<file path="src/rtl/st_pkg.sv">
// rtl/st_pkg.sv - shared types, constants and lane helper for the 8-to-32 symbol packer
package st_pkg;

  localparam int ST_SYMBOL_W = 8;
  localparam int ST_SYMBOLS  = 4;
  localparam int ST_EMPTY_W  = 2;

  // Framing state: outside a packet or between its sop and eop
  typedef enum logic [0:0] {
    IDLE  = 1'b0,
    INPKT = 1'b1
  } st_state_e;

  // Bit offset of the LSB of a lane; lane 0 sits in the MSBs of the beat
  function automatic int lane_lsb(input int lane, input int symbol_w, input int symbols);
    return symbol_w * (symbols - 1 - lane);
  endfunction

endpackage

</file>
<file path="src/rtl/st_out_reg.sv">
// rtl/st_out_reg.sv - single-entry registered output stage with ready/valid handshake
module st_out_reg #(
  parameter int W = 8
) (
  input  logic         clk,
  input  logic         reset_n,
  input  logic         load_i,
  input  logic [W-1:0] data_i,
  input  logic         ready_i,
  output logic         valid_o,
  output logic [W-1:0] data_o,
  output logic         space_o
);

  logic         valid_q, valid_d;
  logic [W-1:0] data_q, data_d;

  // The slot can take a new entry when empty or when it drains this cycle
  assign space_o = !valid_q || ready_i;
  assign valid_o = valid_q;
  assign data_o  = data_q;

  // A load replaces the entry (even while draining); a drain without load empties it
  always_comb begin
    valid_d = valid_q;
    data_d  = data_q;
    if (load_i) begin
      valid_d = 1'b1;
      data_d  = data_i;
    end else if (ready_i) begin
      valid_d = 1'b0;
    end
  end

  // Entry state, cleared asynchronously
  always_ff @(posedge clk or negedge reset_n) begin
    if (!reset_n) begin
      valid_q <= 1'b0;
      data_q  <= '0;
    end else begin
      valid_q <= valid_d;
      data_q  <= data_d;
    end
  end

endmodule

</file>
<file path="src/rtl/st_packer_8to32.sv">
// rtl/st_packer_8to32.sv - packs 8-bit stream symbols into 32-bit beats (optional ST_PACKER_PROTOCOL_CHECK_EN)
module st_packer_8to32
  import st_pkg::*;
#(
  parameter int SYMBOL_W = ST_SYMBOL_W,
  parameter int SYMBOLS  = ST_SYMBOLS,
  parameter int EMPTY_W  = ST_EMPTY_W
) (
  input  logic                          clk,
  input  logic                          reset_n,
  output logic                          in_ready,
  input  logic                          in_valid,
  input  logic [SYMBOL_W-1:0]           in_data,
  input  logic                          in_startofpacket,
  input  logic                          in_endofpacket,
  input  logic                          out_ready,
  output logic                          out_valid,
  output logic [SYMBOL_W*SYMBOLS-1:0]   out_data,
  output logic                          out_startofpacket,
  output logic                          out_endofpacket,
  output logic [EMPTY_W-1:0]            out_empty
`ifdef ST_PACKER_PROTOCOL_CHECK_EN
  ,
  output logic                          out_error
`endif
);

  localparam int W  = SYMBOL_W * SYMBOLS;
  localparam int AW = SYMBOL_W * (SYMBOLS - 1);
  localparam logic [EMPTY_W-1:0] LAST = EMPTY_W'(SYMBOLS - 1);
`ifdef ST_PACKER_PROTOCOL_CHECK_EN
  localparam int PW = W + 3 + EMPTY_W;
`else
  localparam int PW = W + 2 + EMPTY_W;
`endif

  logic [AW-1:0]       acc_q, acc_d;
  logic [EMPTY_W-1:0]  cnt_q, cnt_d;
  logic                sop_q, sop_d;
  st_state_e           state_q, state_d;

  logic                space;
  logic                accept;
  logic                sym_v;
  logic [SYMBOL_W-1:0] sym_data;
  logic                sym_sop;
  logic                sym_eop;
  logic                flush;
  logic [W-1:0]        merged;

  logic                load;
  logic [W-1:0]        ld_data;
  logic                ld_sop;
  logic                ld_eop;
  logic [EMPTY_W-1:0]  ld_empty;
  logic [PW-1:0]       ld_payload;
  logic [PW-1:0]       out_payload;

  assign accept = in_valid && in_ready;

  // Accumulated lanes plus the current symbol dropped into lane cnt; lanes past cnt are still zero
  assign merged = {acc_q, {SYMBOL_W{1'b0}}}
                | (W'(sym_data) << lane_lsb(int'(cnt_q), SYMBOL_W, SYMBOLS));

`ifdef ST_PACKER_PROTOCOL_CHECK_EN
  // A sop arriving mid-packet is parked here for one cycle while the partial beat is flushed
  logic                pend_q, pend_d;
  logic [SYMBOL_W-1:0] pdata_q, pdata_d;
  logic                peop_q, peop_d;
  logic                err_q, err_d;
  logic                viol;
  logic                ld_err;

  assign in_ready = space && !pend_q;
  assign sym_v    = accept || (pend_q && space);
  assign sym_data = pend_q ? pdata_q : in_data;
  assign sym_sop  = pend_q ? 1'b1 : in_startofpacket;
  assign sym_eop  = pend_q ? peop_q : in_endofpacket;
  assign viol     = accept && (in_startofpacket ? (state_q == INPKT) : (state_q == IDLE));
  assign flush    = accept && in_startofpacket && (state_q == INPKT) && (cnt_q != '0);
  assign ld_err   = flush || err_q || viol;

  // Park the violating sop symbol and track violations belonging to the beat being built
  always_comb begin
    pend_d  = pend_q;
    pdata_d = pdata_q;
    peop_d  = peop_q;
    err_d   = load ? 1'b0 : (err_q || viol);
    if (flush) begin
      pend_d  = 1'b1;
      pdata_d = in_data;
      peop_d  = in_endofpacket;
    end else if (pend_q && space) begin
      pend_d  = 1'b0;
    end
  end

  // Protocol-check state, cleared asynchronously
  always_ff @(posedge clk or negedge reset_n) begin
    if (!reset_n) begin
      pend_q  <= 1'b0;
      pdata_q <= '0;
      peop_q  <= 1'b0;
      err_q   <= 1'b0;
    end else begin
      pend_q  <= pend_d;
      pdata_q <= pdata_d;
      peop_q  <= peop_d;
      err_q   <= err_d;
    end
  end

  assign ld_payload = {ld_err, ld_empty, ld_eop, ld_sop, ld_data};
  assign {out_error, out_empty, out_endofpacket, out_startofpacket, out_data} = out_payload;
`else
  assign in_ready   = space;
  assign sym_v      = accept;
  assign sym_data   = in_data;
  assign sym_sop    = in_startofpacket;
  assign sym_eop    = in_endofpacket;
  assign flush      = 1'b0;
  assign ld_payload = {ld_empty, ld_eop, ld_sop, ld_data};
  assign {out_empty, out_endofpacket, out_startofpacket, out_data} = out_payload;
`endif

  // Packing: fill lanes until the beat is full or eop closes it, then hand the beat to the output stage
  always_comb begin
    acc_d    = acc_q;
    cnt_d    = cnt_q;
    sop_d    = sop_q;
    load     = 1'b0;
    ld_data  = merged;
    ld_sop   = (cnt_q == '0) ? sym_sop : sop_q;
    ld_eop   = sym_eop;
    ld_empty = sym_eop ? (LAST - cnt_q) : '0;
    if (flush) begin
      load     = 1'b1;
      ld_data  = {acc_q, {SYMBOL_W{1'b0}}};
      ld_sop   = sop_q;
      ld_eop   = 1'b1;
      ld_empty = LAST - cnt_q + EMPTY_W'(1);
      acc_d    = '0;
      cnt_d    = '0;
      sop_d    = 1'b0;
    end else if (sym_v) begin
      if ((cnt_q == LAST) || sym_eop) begin
        load  = 1'b1;
        acc_d = '0;
        cnt_d = '0;
        sop_d = 1'b0;
      end else begin
        acc_d = merged[W-1 -: AW];
        cnt_d = cnt_q + 1'b1;
        if (cnt_q == '0) begin
          sop_d = sym_sop;
        end
      end
    end
  end

  // Framing tracker; observes accepted sop/eop only and never blocks data
  always_comb begin
    state_d = state_q;
    if (accept) begin
      if (in_endofpacket) begin
        state_d = IDLE;
      end else if (in_startofpacket) begin
        state_d = INPKT;
      end
    end
  end

  // Accumulator, lane count, sop flag and framing state, cleared asynchronously
  always_ff @(posedge clk or negedge reset_n) begin
    if (!reset_n) begin
      acc_q   <= '0;
      cnt_q   <= '0;
      sop_q   <= 1'b0;
      state_q <= IDLE;
    end else begin
      acc_q   <= acc_d;
      cnt_q   <= cnt_d;
      sop_q   <= sop_d;
      state_q <= state_d;
    end
  end

  st_out_reg #(
    .W (PW)
  ) u_out_reg (
    .clk     (clk),
    .reset_n (reset_n),
    .load_i  (load),
    .data_i  (ld_payload),
    .ready_i (out_ready),
    .valid_o (out_valid),
    .data_o  (out_payload),
    .space_o (space)
  );

endmodule
</file>
<file path="config.mk">
export PLATFORM = sky130hd
export DESIGN_NAME = st_packer_8to32
export DESIGN_NICKNAME = d
export VERILOG_FILES = /design/src/rtl/st_pkg.sv /design/src/rtl/st_out_reg.sv /design/src/rtl/st_packer_8to32.sv
export SDC_FILE = /design/constraint.sdc
export NUM_CORES = 1
export LEC_CHECK = 0
export BUFFER_PORTS_ARGS = -buffer_cell sky130_fd_sc_hd__buf_2
export CAP_MARGIN = 20
export CORE_ASPECT_RATIO = 0.5
export CORE_MARGIN = 2
export CORE_UTILIZATION = 30
export DETAILED_ROUTE_END_ITERATION = 10
export PLACE_DENSITY = 0.56
export SLEW_MARGIN = 25
export SYNTH_ARGS = -nofsm -noshare
export SYNTH_HDL_FRONTEND = slang
export SYNTH_SLANG_ARGS = --single-unit
</file>
<file path="constraint.sdc">
create_clock -name clk -period 5.1 [get_ports clk]
set_input_delay 0.51 -clock clk [delete_from_list [all_inputs] [get_ports clk]]
set_output_delay 0.51 -clock clk [all_outputs]
set_load 0.005 [all_outputs]
</file>
Yosys cells after proc, flatten, opt, wreduce, memory -nomap -nowiden
Cells that the tools add are included.

Bits of input ports: 14. Flip-flop bits (word level): 64. Bits in writable memories: 0. Memories: 0. ROM bits: 0. Latch bits: 0.

Mux-type cells: 9. Bitwise operators: 1. Add/sub/neg operators: 3. Shift-type cells: 1. Multiply operators: 0. Divide/modulo/power cells: 0. Reductions and logical operators: 6. Magnitude comparators: 0. Equality and inequality tests: 1.

Operators with widths (count): bitwise OR 32 bit (1); << shifter 8 x 32 -> 32 bit (1); two-way mux 24 bit (1); two-way mux 1 bit (6); two-way mux 2 bit (2); subtractor 2 x 2 -> 3 bit (first input constant) (1); adder 2 x 1 -> 2 bit (second input constant) (1); equality test 2 bit (second input constant) (1); zero test 2 bit (1); logical OR 1 bit (2); nonzero test 2 bit (1); subtractor 2 bit (first input constant) (1); logical AND 1 bit (1); zero test 1 bit (1).

Logic depth before layout (Yosys ltp)
Gate-level depths: netlist of run 1.

Word-level depth: 5. Mapped depth: 7. Gate-level depth less buffers: 5.

Cells and area by module
Synthesis of run 1 repeated with hierarchy kept, for this count alone.

Cell total of the unflattened synthesis: 244. Area, all modules: 3210.6 µm².

By module, submodules not included: st_packer_8to32 (times used 1, cells an instance 165, sequential area each 675.6 µm², area an instance 1686.6 µm²); st_out_reg (times used 1, cells an instance 79, sequential area each 925.9 µm², area an instance 1524.0 µm²).

Least setup slack after synthesis of run 1
Ideal clock, no wire load.

Path kind: reg2reg. From: register cnt_q[0]. To: register u_out_reg.data_q[2], in the netlist u_out_reg.data_o[2]. Setup slack: 3.430 ns. Library setup time: 0.125 ns. Data arrival time: 1.545 ns. Clock period less this slack: 1.670 ns. Cell stages (with the launch flop): 7. Cells stage by stage: dfrtp_1 -> ha_1 -> or2_1 -> and3_1 -> clkbuf_2 -> buf_6 -> mux2_4.

Word-level cells in the longest chain between the ends: 4.

RTL lines: from (decl) (RTL line st_packer_8to32.sv:38) `logic [EMPTY_W-1:0] cnt_q, cnt_d;`; from (signal assigned) (RTL line st_packer_8to32.sv:182) `cnt_q <= cnt_d;`; branches (longest 4 deep; another with subtractor 2 x 2 -> 3 bit); to (signal assigned) (RTL line st_out_reg.sv:42) `data_q <= data_d;`; to (decl) (RTL line st_out_reg.sv:16) `logic [W-1:0] data_q, data_d;`.

Parallel ways; which one is timed is not known. A chain may end at the register's enable or synchronous reset.

Final worst setup path of run 1
From: register u_out_reg.valid_q, in the netlist u_out_reg.valid_o. To: register u_out_reg.data_q[1], in the netlist u_out_reg.data_o[1].

Word-level cells in the longest chain between the ends: 4.

RTL lines: from (decl) (RTL line st_out_reg.sv:15) `logic valid_q, valid_d;`; from (signal assigned) (RTL line st_out_reg.sv:41) `valid_q <= valid_d;`; zero test 1 bit (RTL line st_out_reg.sv:19) `assign space_o = !valid_q || ready_i;`; logical OR 1 bit (RTL line st_out_reg.sv:19); logical AND 1 bit (RTL line st_packer_8to32.sv:59) `assign accept = in_valid && in_ready;`; two-way mux 1 bit (RTL line st_packer_8to32.sv:145) `end else if (sym_v) begin`.

No other way between the ends.

==> results of run 1 <==
[layout make-up]
cell class,count,share of cell area [%]
clock buffers,11,7.45
inverters,3,0.332
flip-flops and latches,64,47.2
multi-input cells,162,30.7
repair buffers,55,8.41
well taps,117,4.31
clock inverters,5,1.62
[critical path: stages, from the launching register on]
cell and delay, ns:
dfrtp_1 0.38, nand2b_2 0.06, buf_4 0.48, and3_4 0.74
mux2_2 0.41
[registers in the layout, summed over array words and instances, names as in the netlist]
register	count
sop_q	1
u_out_reg.data_o	36
u_out_reg.valid_o	1
cnt_q	2
acc_q	24
[path summary, 6_finish.rpt]
kind                                         from                  end
worst min-delay path                      reset_n  u_out_reg.data_o[9]
worst max register to register  u_out_reg.valid_o  u_out_reg.data_o[1]
max in group asynchronous                 reset_n  u_out_reg.data_o[2]
min in group clk                   in_endofpacket             cnt_q[1]
worst min register to register              sop_q                sop_q
worst max-delay path            u_out_reg.valid_o  u_out_reg.data_o[1]
[power breakdown]
part           internal [uW]  switching [uW]  leakage, uW  total (uW)
clock network            403             215     0.000148         617
logic                    248             305     0.000603         553
registers                692             117     0.000799         809
[synth_stat cells (all sizes together)]
cell,n
dfrtp,64
a21oi,50
nor2,27
a31oi,25
a41oi,25
clkbuf,15
buf,14
and3,9
mux2,9
inv,3
nand2,3
nor2b,3
o2bb2ai,3
ha,2
nand3,2
mux2i,1
nand2b,1
o21ai,1
or2,1
[kinds of logic (layout without fill, tap and decap cells)]
| logic type | Yosys count | count (layout) | share of synthesized area, % |
|---|---|---|---|
| fa+ha+maj | 2 | 2 | 0.896 |
| simple gates | 46 | 46 | 7.52 |
| compound gates | 104 | 104 | 23.5 |
| buf+inv | 32 | 74 | 5.96 |
| flops | 64 | 64 | 57.3 |
| mux | 10 | 10 | 4.79 |
[metal layers]
layer	global-route usage [%]	share of wire (%)	vias up	routed length, um
met5	0	0	-	0
met4	8.00	1.1	0	76
met3	4.03	5.5	5	383
met2	22.8	49	51	3420
met1	19.3	44	1137	3050
li1	-	-	1036	-
[through the flow]
step                      power [uW]  hold slack [ns]  util (%)  cells  worst slack, ns
after floorplan                 1160            0.214         -    258             3.43
after global placement          1350            0.466      34.6    401             2.41
after detailed placement        1370            0.471      34.6    401             2.33
after CTS                       2000            0.388      38.0    417             2.58
after global routing            2130            0.427      38.2    417             2.75
final                           1980            0.339      38.2    417             2.89
==> flow_summary.toml, run 1 <==
[run_status]
status = "finished, final reports clean"

[sta]
setup_viol = 0
rsz0062_at_grt = "false"
max_freq_mhz = 453
period_share_pct = 43.3
fin_setup_tns_ns = 0
finalMaxSlewViolations = 0
fin_crit_ns = 2.21
maxSlewHeadroom_pct = 46.6
worst_slew_pin_slew_ns = 0.801
hold_viol = 0
finClkSkew_ns = 0.00239

[routing]
via_count = 2229
drt-total-wl_um = 6930
dr.pass1.iters = 5
drt_iter0_drc = 265
drc = 0
drt.antenna.violating_nets = 0
routedWlPerCell_um = 16.6
viasPerCell = 5.35

[grt]
grt_usage_pct = 14.8
grt_max_degree = 65
grt_pass1_wl_um = 11700
grt_pass1_vias = 2317
overflow = 0
grt_antenna_before_repair = 0

[floorplanning]
die_w_um = 140
num_io_pins = 52
design.die.area_um2 = 10100
dieHeight_um = 72.2
start_util_pct = 31.4
rows = 24
coreArea_um2 = 8890

[yosys]
avgSynthCellArea_um2 = 10.8
syn_area_um2 = 2790
postSynthNetCount = 274
syn_inst = 258
synth-seq-area-share_pct = 57.3
yosys.area.top_type = "dfrtp_1"
netlist.area_leader.share_pct = 57.3
synthDistinctLibCells = 23
yosys_warnings = 0
synth_area_leaders = "dfrtp_1 57%, a21oi_1 9.0%, a41oi_1 7.8%"
synth-seq-cells = 64

[pwr]
ir_drop_uv = 166
power.leakage_uw = 0.00155
powerDensity_nw_per_um2 = 583

[clocking]
cts_tree = "done"
htree_num_levels = 3
cts_setup_buffers = 0
cts_made_buffers = 9
cts_root_buf = "clkbuf_16"
clockBufferDepth = 2
cts_hold_buffers = 0
path_clk_slew_ns = 0.05
clock_sinks = 64
clk_latency_ns = 0.32
post_cts_resized = 0

[finish]
seq_area_um2 = 1600
fill_cells = 877
final_common_cell = "dfrtp_1"
nets = 311
syn2layout_area_growth_pct = 21.5
n_antenna_cell = 0
final_area_um2 = 3390
layout-drive-gt1-share_pct = 28.3
multi_input_area_um2 = 1040
layout.cells.most_common_list = "64 x dfrtp_1, 51 x buf_2, 50 x a21oi_1, 26 x nor2_1"

[hold_path]
min_path_type = "input port to asynchronous set/reset pin"

[worst_setup_path]
crit_type = "flip-flop to flip-flop"
cp.required_ns = 5.30
worst-r2r-setup-slack_ns = 2.89
crit_path_max_fanout = 58
worstSetupStartpointType = "flip-flop"
end_kind = "flip-flop"
r2r_cells = 4
cp.arrival_ns = 2.41

[place]
dpl_cell_area_um2 = 3070
place.gp.congestion = 0.742
portBuffers = 51
place.detailed.hpwl_um = 4210

[job]
cap_violations = 0
(Power assumes the default switching activity.)
==> run 2: changes to the inputs <==
- PLACE_DENSITY: 0.56 -> 0.58
- clock period: 5.1 -> 1.9 ns (I/O delays scaled with it)
==> run 2 against run 1 <==
Non-clock buffer count increased by 9. Worst setup slack got worse by 2.8 ns. Clock-buffer cell count decreased by 1. Via count increased by 1.7%. Combinational power increased to 2.9 times the previous value. Sequential share of layout area decreased by 1.2 points. Critical path depth unchanged. Clock power increased to 2.9 times the previous value. Sequential power increased to 2.6 times the previous value. Highest routed layer unchanged.
==> flow_summary.toml, run 2 (synthesis gave the netlist of run 1 again) <==
[grt]
grt_pass1_wl_um = 11700
grt_usage_pct = 14.8
grt_antenna_before_repair = 0
overflow = 0
grt_max_degree = 54
grt_pass1_vias = 2273

[finish]
largest_reg_flops = 36
final_common_cell = "dfrtp_1"
layout.cells.non_filler = 426
nets = 320
final_area_um2 = 3480
n_antenna_cell = 0
syn2layout_area_growth_pct = 24.7
layout.cells.most_common_list = "64 x dfrtp_1, 51 x buf_2, 50 x a21oi_1, 27 x nor2_1"
final_util_pct = 39.2
layout-drive-gt1-share_pct = 29.8

[sta]
fin_setup_tns_ns = 0
setup_viol = 0
fin_crit_ns = 1.83
max_freq_mhz = 545
worst_slew_pin_slew_ns = 0.629
maxSlewHeadroom_pct = 57.9
rsz0062_at_grt = "false"
hold_viol = 0
finalMaxSlewViolations = 0
period_share_pct = 96.5
hold_slack_ns = 0.158
finClkSkew_ns = 0.00447

[worst_setup_path]
path_cells = "nand2b_2 > buf_4 > buf_4 > buf_2"
cp.buffers_inverters = 3
critPathSlowestCell = "buf_4"
crit_type = "flip-flop to primary output"
cpPeakStageDelay_ns = 0.41
end_kind = "primary output"
crit_path_max_fanout = 36
cp.required_ns = 1.71
cp.arrival_ns = 1.64
cp_common_cell = "buf_4"
worstSetupStartpointType = "flip-flop"
critical-path-top-delay-family = "buffers and inverters"

[pwr]
powerDensity_nw_per_um2 = 1580
power.leakage_uw = 0.00161
ir_drop_uv = 543

[clocking]
cts_tree = "done"
cts_made_buffers = 9
clk_latency_ns = 0.33
cts_root_buf = "clkbuf_16"
cts_setup_buffers = 0
path_clk_slew_ns = 0.05
clockBufferDepth = 2
clock_sinks = 64
htree_num_levels = 3

[floorplanning]
coreArea_um2 = 8890
dieHeight_um = 72.2
design.die.area_um2 = 10100
rows = 24
die_w_um = 140
start_util_pct = 31.4
num_io_pins = 52

[hold_path]
min_path_type = "input port to flip-flop"

[place]
place.gp.congestion = 0.769
dpl_cell_area_um2 = 3150
portBuffers = 51
dp.cells = 409
place.detailed.hpwl_um = 4660

[run_status]
status = "finished, final reports clean"

[routing]
drt.antenna.violating_nets = 0
viasPerCell = 5.32
drc = 0
drt_iter0_drc = 212
routedWlPerCell_um = 16.8
dr.pass1.iters = 4
drt-total-wl_um = 7170
via_count = 2267

[job]
cap_violations = 0
==> run 2: path summary, 6_finish.rpt <==
kind | startpoint | to | slack [ns] | cells past startpoint
max | u_out_reg.valid_o | in_ready | 0.07 | 4
min | in_endofpacket | cnt_q[1] | 0.16 | 4
max reg2reg | cnt_q[1] | u_out_reg.data_o[33] | 0.14 | 5
min reg2reg | u_out_reg.data_o[35] | u_out_reg.data_o[35] | 0.49 | 1
max in group asynchronous | reset_n | acc_q[15] | 0.81 | 3
min in group asynchronous | reset_n | u_out_reg.data_o[10] | 0.39 | 2
==> run 2: repair_timing <==
item | CTS | global route
gates resized for setup | 0 | 1
endpoints found under the hold margin | 22 | 0
hold buffers | 1 | 0
setup endpoints to repair | 0 | 4
==> run 2: through the flow <==
| step | power, uW | setup slack, ns |
|---|---|---|
| after floorplan | 3110 | 0.230 |
| after global placement | 3700 | 0.151 |
| after detailed placement | 3770 | 0.102 |
| after CTS | 5550 | 0.0914 |
| after global routing | 5860 | 0.0113 |
| final | 5510 | 0.0666 |
==> run 2: worst register-to-register path, stage by stage (launching register included) <==
cell and delay (ns):
dfrtp_1 0.39, ha_1 0.20, or2_1 0.22, and3_2 0.42
buf_12 0.27, o21ai_0 0.17
==> run 2: metal layers <==
| metal | part of all wire [%] | global-route usage [%] | wire length (um) | vias up |
|---|---|---|---|---|
| met5 | 0 | 0 | 0 | - |
| met4 | 1.1 | 4.89 | 77 | 0 |
| met3 | 4.2 | 4.03 | 300 | 8 |
| met2 | 48 | 25.2 | 3470 | 42 |
| met1 | 46 | 18.7 | 3320 | 1166 |
| li1 | - | - | - | 1051 |
==> run 2: report_power, final <==
group | total, uW | internal, uW | leakage, uW | switching, uW
sequential | 2120 | 1860 | 0.000799 | 263
clock | 1760 | 1180 | 0.000158 | 585
combinational | 1630 | 742 | 0.000651 | 887
==> run 2: final cells by class <==
class                           count  area [um^2]
Fill cell                         882         5410
Inverter                            3         11.3
Clock inverter                      6         82.6
Tap cell                          117          146
Clock buffer                       10          239
Sequential cell                    64         1600
Multi-Input combinational cell    162         1030
Timing Repair Buffer               64          368
==> run 3: changes to the inputs <==
- CELL_PAD_IN_SITES_DETAIL_PLACEMENT: unset -> 0
- CELL_PAD_IN_SITES_GLOBAL_PLACEMENT: unset -> 2
- PLACE_DENSITY: 0.58 -> 0.8
==> run 3 against run 2 <==
Sequential power barely moved. Global-route usage up 0.89 points. Combinational power is essentially flat. Power fell by 0.28%. Register-to-register slack gained 0.07 ns. First-iteration DRC count decreased by 8.5%. Sequential share of layout area is 0.17 points higher. Clock power hardly changed. Largest cell class unchanged. Core utilization fell by 0.14 points. Die area is the same. Fmax increased by 6.5%. Clock skew grew 0.0026 ns.
==> flow_summary.toml, run 3 (synthesis gave the netlist of run 1 again) <==
[grt]
grt_max_degree = 65
grt_usage_pct = 15.7
grt_pass1_wl_um = 12300
grt_pass1_vias = 2272
grt_antenna_before_repair = 0
overflow = 0

[clocking]
cts_made_buffers = 9
htree_num_levels = 3
cts_root_buf = "clkbuf_16"
clock_sinks = 64
cts_setup_buffers = 0
clockBufferDepth = 2
path_clk_slew_ns = 0.05
clk_latency_ns = 0.32
cts_tree = "done"

[sta]
worst_slew_pin_slew_ns = 0.644
finClkSkew_ns = 0.00704
hold_viol = 0
fin_crit_ns = 1.72
finalMaxSlewViolations = 0
rsz0062_at_grt = "false"
setup_viol = 0
maxSlewHeadroom_pct = 56.9
period_share_pct = 90.6
fin_setup_tns_ns = 0
max_freq_mhz = 581

[routing]
drc = 0
drt-total-wl_um = 7500
drt.antenna.violating_nets = 0
routedWlPerCell_um = 17.7
via_count = 2235
dr.pass1.iters = 5
drt_iter0_drc = 194
viasPerCell = 5.27

[worst_setup_path]
crit_path_max_fanout = 55
cp.required_ns = 1.71
cp.arrival_ns = 1.53
end_kind = "primary output"
r2r_cells = 4
cpPeakStageDelay_ns = 0.50
path_cells = "nand2b_2 > buf_4 > buf_2"
critPathSlowestCell = "buf_4"
worstSetupStartpointType = "flip-flop"
crit_type = "flip-flop to primary output"

[floorplanning]
dieHeight_um = 72.2
rows = 24
num_io_pins = 52
coreArea_um2 = 8890
die_w_um = 140
start_util_pct = 31.4
design.die.area_um2 = 10100

[finish]
layout-drive-gt1-share_pct = 28.7
largest_reg_flops = 36
layout.cells.non_filler = 424
syn2layout_area_growth_pct = 24.2
nets = 318
final_util_pct = 39.0
final_area_um2 = 3470
final_common_cell = "dfrtp_1"
layout.cells.most_common_list = "64 x dfrtp_1, 51 x buf_2, 50 x a21oi_1, 27 x nor2_1"
n_antenna_cell = 0

[pwr]
combPwrFrac_pct = 29.4
power.leakage_uw = 0.00159
clkPwrFrac_pct = 31.8
ir_drop_uv = 549
p_int_uw = 3730
net-switching-power_uw = 1770
seqPwrFrac_pct = 38.8
p_sw_share_pct = 32.1
powerDensity_nw_per_um2 = 1580

[place]
place.gp.congestion = 0.769
dpl_cell_area_um2 = 3130
dp.cells = 407
place.detailed.hpwl_um = 4620
portBuffers = 51

[hold_path]
min_path_type = "input port to flip-flop"
whs_path_depth = 4

[run_status]
status = "finished, final reports clean"

[job]
cap_violations = 0
[run 3: power groups by stage]
| stage | clock, uW | combinational (uW) | sequential (uW) |
|---|---|---|---|
| 6_report | 1750 | 1620 | 2130 |
| 5_1_grt | 1830 | 1810 | 2210 |
| 4_1_cts | 1770 | 1620 | 2140 |
| 3_5_place_dp | 0 | 1610 | 2150 |
| 3_3_place_gp | 0 | 1560 | 2140 |
| 2_1_floorplan | 0 | 969 | 2140 |
[run 3: timing repair]
item | in CTS | in global routing
setup endpoints to repair | 0 | 1
hold buffers | 1 | 0
endpoints found under the hold margin | 64 | 0
resized for setup | 0 | 1
[run 3: metal layers]
metal	track usage (%)	share of wire, %	vias up
li1	-	-	1054
met1	21.9	48	1115
met2	24.7	46	64
met3	3.96	5.6	2
met4	4.44	0.36	0
met5	0	0	-
[run 3: path summary, 6_finish.rpt]
path	from	slack, ns	to
worst max-delay path	u_out_reg.valid_o	0.18	in_ready
worst min-delay path	in_endofpacket	0.18	cnt_q[1]
worst max register to register	u_out_reg.valid_o	0.21	cnt_q[0]
worst min register to register	sop_q	0.48	sop_q
max in group asynchronous	reset_n	1.20	acc_q[20]
min in group asynchronous	reset_n	0.40	u_out_reg.data_o[17]
[run 3: final cells by class]
cell class / instances / area, um^2
Tap cell: 117 / 146
Fill cell: 868 / 5420
Inverter: 3 / 11.3
Clock buffer: 10 / 229
Timing Repair Buffer: 62 / 353
Sequential cell: 64 / 1600
Multi-Input combinational cell: 162 / 1040
Clock inverter: 6 / 93.8
[run 3: metrics by stage]
step / setup WS, ns / hold WS (ns) / total power (uW)
6_report: 0.178 / 0.180 / 5500
5_1_grt: 0.0990 / 0.213 / 5850
4_1_cts: 0.0521 / 0.173 / 5530
3_5_place_dp: 0.0738 / 0.231 / 3760
3_3_place_gp: 0.126 / 0.226 / 3700
2_1_floorplan: 0.230 / -0.106 / 3110
[run 3: critical path, delay by kind of cell (launching register included)]
family        cells  cell delay, ns
flops             1            0.39
simple gates      1            0.10
buf+inv           2            0.72
